## src/rtl/mac_sequencer.sv

```systemverilog
// mac_sequencer: runs one neuron evaluation on the mac datapath (clear, weight load, input accumulate, latency wait, capture).
// Define THRESH_FIRE_EN to enable the threshold spike output; otherwise spike is tied low.
module mac_sequencer #(
  parameter int DW      = 8,
  parameter int AW      = 16,
  parameter int NTAP    = 4,
  parameter int MAC_LAT = 2
) (
  input  logic            clk,
  input  logic            rst,
  input  logic            start,
  input  logic            keep_w,
  input  logic            abort,
  input  logic            s_valid,
  output logic            s_ready,
  input  logic [DW-1:0]   s_data,
  output logic [DW-1:0]   mac_in,
  output logic [NTAP-1:0] mac_ld_w,
  output logic            mac_ld,
  output logic            mac_clken,
  output logic            mac_clr,
  input  logic [AW-1:0]   mac_out,
  output logic            busy,
  output logic [AW-1:0]   result,
  output logic            result_valid,
  output logic            spike,
  input  logic [AW-1:0]   thresh
);

  localparam int TW = (NTAP > 1) ? $clog2(NTAP) : 1;
  localparam int LW = (MAC_LAT > 1) ? $clog2(MAC_LAT) : 1;

  typedef enum logic [2:0] {
    S_IDLE, S_CLR, S_LDW, S_LDX, S_WAIT, S_CAP
  } state_t;

  state_t        state_q, state_d;
  logic [TW-1:0] tap_q, tap_d;
  logic [LW-1:0] lat_q, lat_d;
  logic          keep_q, keep_d;
  logic [DW-1:0] last_q, last_d;
  logic [AW-1:0] result_q, result_d;
  logic          result_valid_q, result_valid_d;
  logic          spike_q, spike_d;
  logic          hs;
  logic          last_tap;
  logic          fire;

  // Abort suppresses the handshake so no strobe fires on the cancelling cycle.
  assign s_ready  = ((state_q == S_LDW) || (state_q == S_LDX)) && !abort;
  assign hs       = s_valid && s_ready;
  assign last_tap = (tap_q == TW'(NTAP - 1));
  assign mac_in   = hs ? s_data : last_q;

  generate
    for (genvar gi = 0; gi < NTAP; gi++) begin : g_ld_w
      assign mac_ld_w[gi] = hs && (state_q == S_LDW) && (tap_q == TW'(gi));
    end
  endgenerate

`ifdef THRESH_FIRE_EN
  assign fire = (mac_out >= thresh);
`else
  logic unused_thresh;
  assign unused_thresh = ^thresh;
  assign fire          = 1'b0;
`endif

  always_comb begin
    state_d        = state_q;
    tap_d          = tap_q;
    lat_d          = lat_q;
    keep_d         = keep_q;
    last_d         = last_q;
    result_d       = result_q;
    result_valid_d = 1'b0;
    spike_d        = 1'b0;
    mac_ld         = 1'b0;
    mac_clken      = 1'b0;
    mac_clr        = 1'b0;
    case (state_q)
      S_IDLE: begin
        if (start && !abort) begin
          keep_d  = keep_w;
          state_d = S_CLR;
        end
      end
      S_CLR: begin
        mac_clr = 1'b1;
        tap_d   = '0;
        state_d = keep_q ? S_LDX : S_LDW;
      end
      S_LDW: begin
        if (hs) begin
          last_d = s_data;
          if (last_tap) begin
            tap_d   = '0;
            state_d = S_LDX;
          end else begin
            tap_d = tap_q + 1'b1;
          end
        end
      end
      S_LDX: begin
        if (hs) begin
          mac_ld    = 1'b1;
          mac_clken = 1'b1;
          last_d    = s_data;
          if (last_tap) begin
            tap_d   = '0;
            lat_d   = LW'(MAC_LAT - 1);
            state_d = S_WAIT;
          end else begin
            tap_d = tap_q + 1'b1;
          end
        end
      end
      S_WAIT: begin
        mac_clken = 1'b1;
        if (lat_q == '0) state_d = S_CAP;
        else             lat_d   = lat_q - 1'b1;
      end
      S_CAP: begin
        result_d       = mac_out;
        result_valid_d = 1'b1;
        spike_d        = fire;
        state_d        = S_IDLE;
      end
      default: state_d = S_IDLE;
    endcase
    if (abort && (state_q != S_IDLE)) begin
      state_d        = S_IDLE;
      tap_d          = '0;
      result_d       = result_q;
      result_valid_d = 1'b0;
      spike_d        = 1'b0;
    end
  end

  always_ff @(posedge clk) begin
    if (!rst) begin
      state_q        <= S_IDLE;
      tap_q          <= '0;
      lat_q          <= '0;
      keep_q         <= 1'b0;
      last_q         <= '0;
      result_q       <= '0;
      result_valid_q <= 1'b0;
      spike_q        <= 1'b0;
    end else begin
      state_q        <= state_d;
      tap_q          <= tap_d;
      lat_q          <= lat_d;
      keep_q         <= keep_d;
      last_q         <= last_d;
      result_q       <= result_d;
      result_valid_q <= result_valid_d;
      spike_q        <= spike_d;
    end
  end

  assign busy         = (state_q != S_IDLE);
  assign result       = result_q;
  assign result_valid = result_valid_q;
  assign spike        = spike_q;

endmodule

```

## config.mk

```make
export PLATFORM = sky130hd
export DESIGN_NAME = mac_sequencer
export DESIGN_NICKNAME = d
export VERILOG_FILES = /design/src/rtl/mac_sequencer.sv
export SDC_FILE = /design/constraint.sdc
export NUM_CORES = 1
export LEC_CHECK = 0
export ABC_AREA = 1
export CAP_MARGIN = 10
export CELL_PAD_IN_SITES_DETAIL_PLACEMENT = 1
export CELL_PAD_IN_SITES_GLOBAL_PLACEMENT = 1
export CORE_UTILIZATION = 24
export CTS_BUF_LIST = sky130_fd_sc_hd__clkbuf_8
export DETAILED_ROUTE_END_ITERATION = 8
export GPL_ROUTABILITY_DRIVEN = 0
export GPL_TIMING_DRIVEN = 0
export PLACE_DENSITY_LB_ADDON = 0.1
export SLEW_MARGIN = 20
export SYNTH_ARGS = -nofsm -noshare
export SYNTH_HDL_FRONTEND = slang
export SYNTH_SLANG_ARGS = --single-unit
```

## constraint.sdc

```tcl
create_clock -name clk -period 1.2 [get_ports clk]
set_input_delay 0.12 -clock clk [delete_from_list [all_inputs] [get_ports clk]]
set_output_delay 0.12 -clock clk [all_outputs]
set_load 0.01 [all_outputs]
```

== Word-level counts from Yosys, hierarchy flattened ==
Cells that the tools add are included.

* Add/subtract/negate cells: 2
* Multiply operators: 0
* Divide/modulo/power cells: 0
* $lt $le $gt $ge: 0
* Equal/unequal tests: 15
* Shift operators: 0
* Mux-type cells: 21
* Bitwise gates (word level): 2
* Reduce and logical (&&, ||, !) cells: 23

{| class="wikitable"
|+ Operator list
! operator !! number
|-
| two-way mux 3 bit || 6
|-
| one-hot mux 3 bit (5 select lines) || 1
|-
| inequality test 2 bit (second input constant) || 6
|-
| logical AND 1 bit || 9
|-
| two-way mux 1 bit || 8
|-
| two-way mux 8 bit || 1
|-
| == test 3 x 2 -> 1 bit (second input constant) || 2
|-
| == test 3 bit (second input constant) || 2
|-
| AND reduction 2 bit || 3
|-
| AND reduction 6 bit || 1
|-
| == test 2 bit (second input constant) || 2
|-
| two-way mux 2 bit || 2
|-
| one-hot mux 1 bit (2 select lines) || 2
|-
| one-hot mux 2 bit (2 select lines) || 1
|-
| nonzero test 2 bit || 2
|-
| OR reduction 2 bit || 2
|-
| == test 3 x 1 -> 1 bit (second input constant) || 1
|-
| logical NOT 3 bit || 1
|-
| AND reduction 3 bit || 1
|-
| nonzero test 3 bit || 1
|-
| adder 2 x 1 -> 2 bit (second input constant) || 1
|-
| == test 2 x 1 -> 1 bit (second input constant) || 1
|-
| logical NOT 2 bit || 1
|-
| inequality test 2 x 1 -> 1 bit (second input constant) || 1
|-
| other kinds (4) || 5
|}

* Flip-flop bits (word level): 32
* Latch bits: 0
* RAM bits: 0
* ROM bits: 0
* Bits of input ports: 46
* Output and inout port bits: 35
* Logic and storage cells: 70
* Memories: 0

== Longest topological paths before layout ==
* Depth after elaboration: 6
* Mapped depth: 10
* Depth with buffers taken out: 9

== Least setup slack after synthesis ==
No wires, ideal clock.

* Path type: register to output
* Start point: register state_q[1]
* End point: output port mac_in[6]
* Arrival: 1,194 ps
* Data required time: 1,080 ps
* Slack: -114 ps
* Stages on the path, launching flop included: 9
* Path buffers: 1
* Path through: dfxtp_1 inv_2 nor2_4 nand3_4 inv_2 buf_6 or2_2 o21ai_1 inv_1

* Word-level cells in the longest chain between the ends: 5
* Elaborated cells between the ends (all ways): 6
* Classes of those cells: 2 x eq/ne; 1 x mux; 3 x reduce/logical

{| class="wikitable"
|+ Ends and longest elaborated chain
! what !! RTL line !! RTL
|-
| start: declaration || 37 || <nowiki>state_t state_q, state_d;</nowiki>
|-
| start signal: assignment || 151 || <nowiki>state_q <= state_d;</nowiki>
|-
| == test 3 x 2 -> 1 bit || 50 || <nowiki>assign s_ready = ((state_q == S_LDW) || (state_q == S_LDX)) && !abort;</nowiki>
|-
| logical OR 1 bit (*) || 50 ||
|-
| logical AND 1 bit (*) || 50 ||
|-
| logical AND 1 bit (*) || 51 || <nowiki>assign hs = s_valid && s_ready;</nowiki>
|-
| two-way mux 8 bit (*) || - ||
|-
| end: declaration || 17 || <nowiki>output logic [DW-1:0] mac_in,</nowiki>
|}

Every way passes the cells marked *; elsewhere a longest branch is shown, timed or not.

== Worst setup path in the final report ==
* Start point: register state_q[1]
* End point: output port mac_in[5]

Same word-level chain as after synthesis.

==> qor.log <==
qor: route.final_antenna_net_count 0
qor: worst_hold_path.hold_path_startpoint rst
qor: sta.final_hold_viol_count 0
qor: route.post_drt_wl_per_cell 12.5 um
qor: setup_path.critPathSlowestCell sky130_fd_sc_hd__dfxtp_4
qor: setup_path.crit_chain inv_4 -> nor2_4 -> nand3_4 -> inv_4 -> buf_6 -> or2_1 -> o21ai_2 -> inv_1 -> buf_2
qor: setup_path.ff2ff_path_depth 9
qor: global_routing.grt.total_usage 15.9%
qor: sta.finalWorstSetupSlack -0.432 ns
qor: clock_tree.cts_tree done
qor: final_layout.drive_above_1_share 38.0%
qor: placement.dp.final_hpwl 3270 um
qor: setup_path.start_kind register
qor: setup_path.timing.critical_path.to_type primary output
qor: route.vias_per_cell 4.33
qor: setup_path.r2r-start state_q[1]
qor: die.dieWidth 81.3 um
qor: logic_synthesis.synth_xor_xnor_area_share 0%
qor: global_routing.grt_antenna_before_repair 0
qor: setup_path.critical_path_peak_fanout 5
qor: logic_synthesis.syn-mean-instance-area 7.09 um^2
qor: outcome.violations_in_the_final_reports setup timing
qor: sta.fin_crit_sh 136%
qor: setup_path.worst-endpoint-arrival 1.51 ns
qor: setup_path.timing.setup.critical_path_class reg2out
qor: sta.clock_period_minus_worst_slack 1.63 ns
qor: worst_hold_path.hold_path_depth 3
qor: pwr.share_comb_of_total_power 52.3%
qor: pwr.power.switching 1690 uW
qor: logic_synthesis.dominant_combinational_cell_family_by_area_after_synthesis simple AND/OR/NAND/NOR gates
qor: global_routing.grt_pass1_vias 1,700
qor: logic_synthesis.post_synth_inst_count 213
qor: worst_hold_path.min_path_type in2reg
qor: route.detail_route.wirelength 4970 um
qor: logic_synthesis.postSynth.asyncResetShare 0%
qor: sta.tns -9.62 ns
qor: pwr.p_clk_share 19.4%
qor: route.route.vias.total 1,713
qor: pwr.p_per_area 1640 nW/um^2
qor: sta.clock.fmax 0.613 GHz
qor: sta.slew_violations 0
qor: global_routing.global_route.overflow_total 0
qor: route.iter_0_drt_violations 29
qor: setup_path.timing.reg2reg.setup_slack -0.30 ns
qor: final_layout.insertedDiodeCount 0
qor: logic_synthesis.netlist_top_cells_area sky130_fd_sc_hd__dfxtp_1 42%, sky130_fd_sc_hd__nor2_1 14%, sky130_fd_sc_hd__inv_1 6.5%
qor: logic_synthesis.synth_edf_count 0
qor: setup_path.crit_required 1.08 ns
qor: logic_synthesis.number_of_library_cell_types_mapped_by_synthesis 26
qor: sta.setup_viol 48
qor: placement.portBuffers 62
qor: logic_synthesis.synth_commonest_cells 55 x sky130_fd_sc_hd__nor2_1, 32 x sky130_fd_sc_hd__dfxtp_1, 26 x sky130_fd_sc_hd__inv_1
qor: logic_synthesis.synthAdderAreaFrac 3.31%
qor: route.number_of_iterations_in_the_first_detailed_routing_pass 4
qor: run.reported_max_cap_violation_count 0
qor: clock_tree.clock_insertion_delay_worst_skew 0.28 ns
qor: outcome.status complete, but fails checks
qor: die.core_area 5990 um^2
qor: logic_synthesis.synth.ff_latch_count 32
qor: logic_synthesis.mappedNetlistArea 1510 um^2
qor: logic_synthesis.synthesis.yosys.warnings 0
qor: sta.timing.hold.ws 0.204 ns
qor: route.drc 0
qor: pwr.cell_leakage_power 0.00140 uW
qor: clock_tree.cts_hold_buf 0
qor: logic_synthesis.synth-simple-area-share 30.9%
qor: setup_path.critPathMaxStageDelay 0.36 ns
qor: pwr.power_switching_share 37.4%
qor: die.dieArea 6610 um^2
qor: final_layout.design.final.nets 370
qor: clock_tree.ctsHtreeMaxLevel 2
qor: setup_path.crit_path_frequent_cell sky130_fd_sc_hd__inv_4
qor: die.floorplan.initialDensity 25.2%
qor: die.io_pins 81
qor: clock_tree.clk_pin_slew 0.07 ns
qor: final_layout.synthToLayoutAreaGrowth 81.8%
qor: clock_tree.cts_root_buffer sky130_fd_sc_hd__clkbuf_8
qor: die.die-height 81.3 um
qor: sta.rsz0062_at_grt true
qor: worst_hold_path.min_to result[5]
qor: pwr.pwr-share-seq 28.3%
qor: clock_tree.total_number_of_clock_tree_sinks 32
qor: logic_synthesis.synth_seq_area_share 42.4%
qor: sta.fin_worst_skew 0.00478 ns
qor: logic_synthesis.postSynthNetCount 263
qor: logic_synthesis.post-synth-top-count-cell sky130_fd_sc_hd__nor2_1
qor: logic_synthesis.synth_compound_area_share 11.5%
qor: pwr.power.internal 2820 uW
qor: logic_synthesis.synth.largest_area_cell sky130_fd_sc_hd__dfxtp_1
qor: clock_tree.numCtsBuffers 5
qor: setup_path.worstReg2RegEnd tap_q[0]
qor: pwr.vdd_drop_max 0.677 mV
qor: die.rows 28
qor: clock_tree.clk_path_buf_depth 2
qor: global_routing.maximum_number_of_pins_on_one_net_before_global_route_repair 11
qor: global_routing.first_pass_grt_wire_length 7950 um
qor: logic_synthesis.synthDominantCellAreaShare 42.4%
qor: logic_synthesis.muxShareOfSynthArea 0%
qor: logic_synthesis.ys_dominant_reg_cell sky130_fd_sc_hd__dfxtp_1
-- flip-flops by register name (all words and copies together) (netlist names) --
| register | cells |
|---|---|
| keep_q | 1 |
| last_q | 8 |
| lat_q | 1 |
| result | 16 |
| result_valid | 1 |
| state_q | 3 |
| tap_q | 2 |
-- logic make-up (layout without fill, tap and decap cells) --
kind of cell / count (synthesis) / in the layout
other cells: 1 / 1
simple gates: 104 / 104
flops: 32 / 32
fa+ha+maj: 4 / 4
buf+inv: 38 / 146
compound gates: 34 / 34
-- metal layers --
layer | global-route usage, % | wire length, um | up-vias
met1 | 17.4 | 2070 | 788
li1 | - | - | 866
met2 | 28.2 | 2440 | 48
met5 | 0 | 0 | -
met4 | 6.07 | 93 | 0
met3 | 5.28 | 364 | 11
-- layout by cell type, fill, tap and decap left out, types with 2 or more instances in the layout --
master	count
sky130_fd_sc_hd__inv_1	23
sky130_fd_sc_hd__clkbuf_8	6
sky130_fd_sc_hd__dfxtp_1	30
sky130_fd_sc_hd__nor2_4	5
sky130_fd_sc_hd__o21ai_2	7
sky130_fd_sc_hd__nor2_1	40
sky130_fd_sc_hd__dfxtp_4	2
sky130_fd_sc_hd__ha_1	4
sky130_fd_sc_hd__clkinvlp_4	2
sky130_fd_sc_hd__buf_6	15
sky130_fd_sc_hd__inv_2	2
sky130_fd_sc_hd__nand2_4	3
sky130_fd_sc_hd__buf_4	33
sky130_fd_sc_hd__a21oi_1	4
sky130_fd_sc_hd__nand2_1	18
sky130_fd_sc_hd__o21ai_0	17
sky130_fd_sc_hd__or2_1	6
sky130_fd_sc_hd__dlygate4sd2_1	17
sky130_fd_sc_hd__nand2_2	3
sky130_fd_sc_hd__nand4_1	3
sky130_fd_sc_hd__inv_4	4
sky130_fd_sc_hd__clkdlybuf4s50_1	27
sky130_fd_sc_hd__nand3_1	4
sky130_fd_sc_hd__nand3_2	3
sky130_fd_sc_hd__nor2_2	13
sky130_fd_sc_hd__o21ai_1	2
sky130_fd_sc_hd__buf_2	12
sky130_fd_sc_hd__clkbuf_2	2
sky130_fd_sc_hd__a21oi_2	2
-- power by group through the flow --
stage | sequential, uW | combinational (uW) | clock, uW
global route | 1290 | 2570 | 968
CTS | 1270 | 2030 | 914
global placement | 1300 | 1490 | 0
detailed placement | 1300 | 1500 | 0
floorplan | 1280 | 932 | 0
finish | 1280 | 2360 | 877
-- critical path: cells and delay by family, from the launching register on --
| family | cells | cell delay [ns] |
|---|---|---|
| AO/OA/AOI/OAI | 1 | 0.07 |
| AND/OR/NAND/NOR | 3 | 0.37 |
| flip-flops | 1 | 0.36 |
| buffers and inverters | 5 | 0.43 |
-- stage by stage --
step	cells	instance area, um^2	setup slack [ns]	total power, uW	utilization (%)
finish	396	2750	-0.432	4510	45.8
global route	396	2750	-0.500	4830	45.8
CTS	389	2590	-0.466	4220	43.3
detailed placement	350	2240	-1.10	2810	37.5
global placement	350	2240	-1.09	2790	37.5
floorplan	213	1530	-0.0244	2210	-
-- worst max path at each step --
stage / from / end / slack (ns) / depth (start not counted)
2_1_floorplan: state_q[2] / mac_in[0] / -0.02 / 8
5_1_grt: state_q[1] / mac_in[5] / -0.50 / 9
3_3_place_gp: abort / mac_in[7] / -1.09 / 9
4_1_cts: state_q[2] / mac_in[3] / -0.47 / 9
3_5_place_dp: abort / mac_in[3] / -1.10 / 9
6_report: state_q[1] / mac_in[5] / -0.43 / 9
-- timing repair --
action                     4_1_cts  5_1_grt
buffers inserted                31       12
hold endpoints to repair         0        0
setup endpoints to repair       65       49
resized for setup              122       33
pin swaps                       12       13
cloned                           1        0
-- cell type report --
| type | instances | area, um^2 |
|---|---|---|
| Buffer | 7 | 65.1 |
| Clock inverter | 2 | 11.3 |
| Clock buffer | 6 | 82.6 |
| Timing Repair Buffer | 101 | 860 |
| Inverter | 30 | 126 |
| Multi-Input combinational cell | 143 | 858 |
| Fill cell | 743 | 3250 |
| Sequential cell | 32 | 648 |
| Tap cell | 75 | 93.8 |
Power figures use the tool's default switching activity.
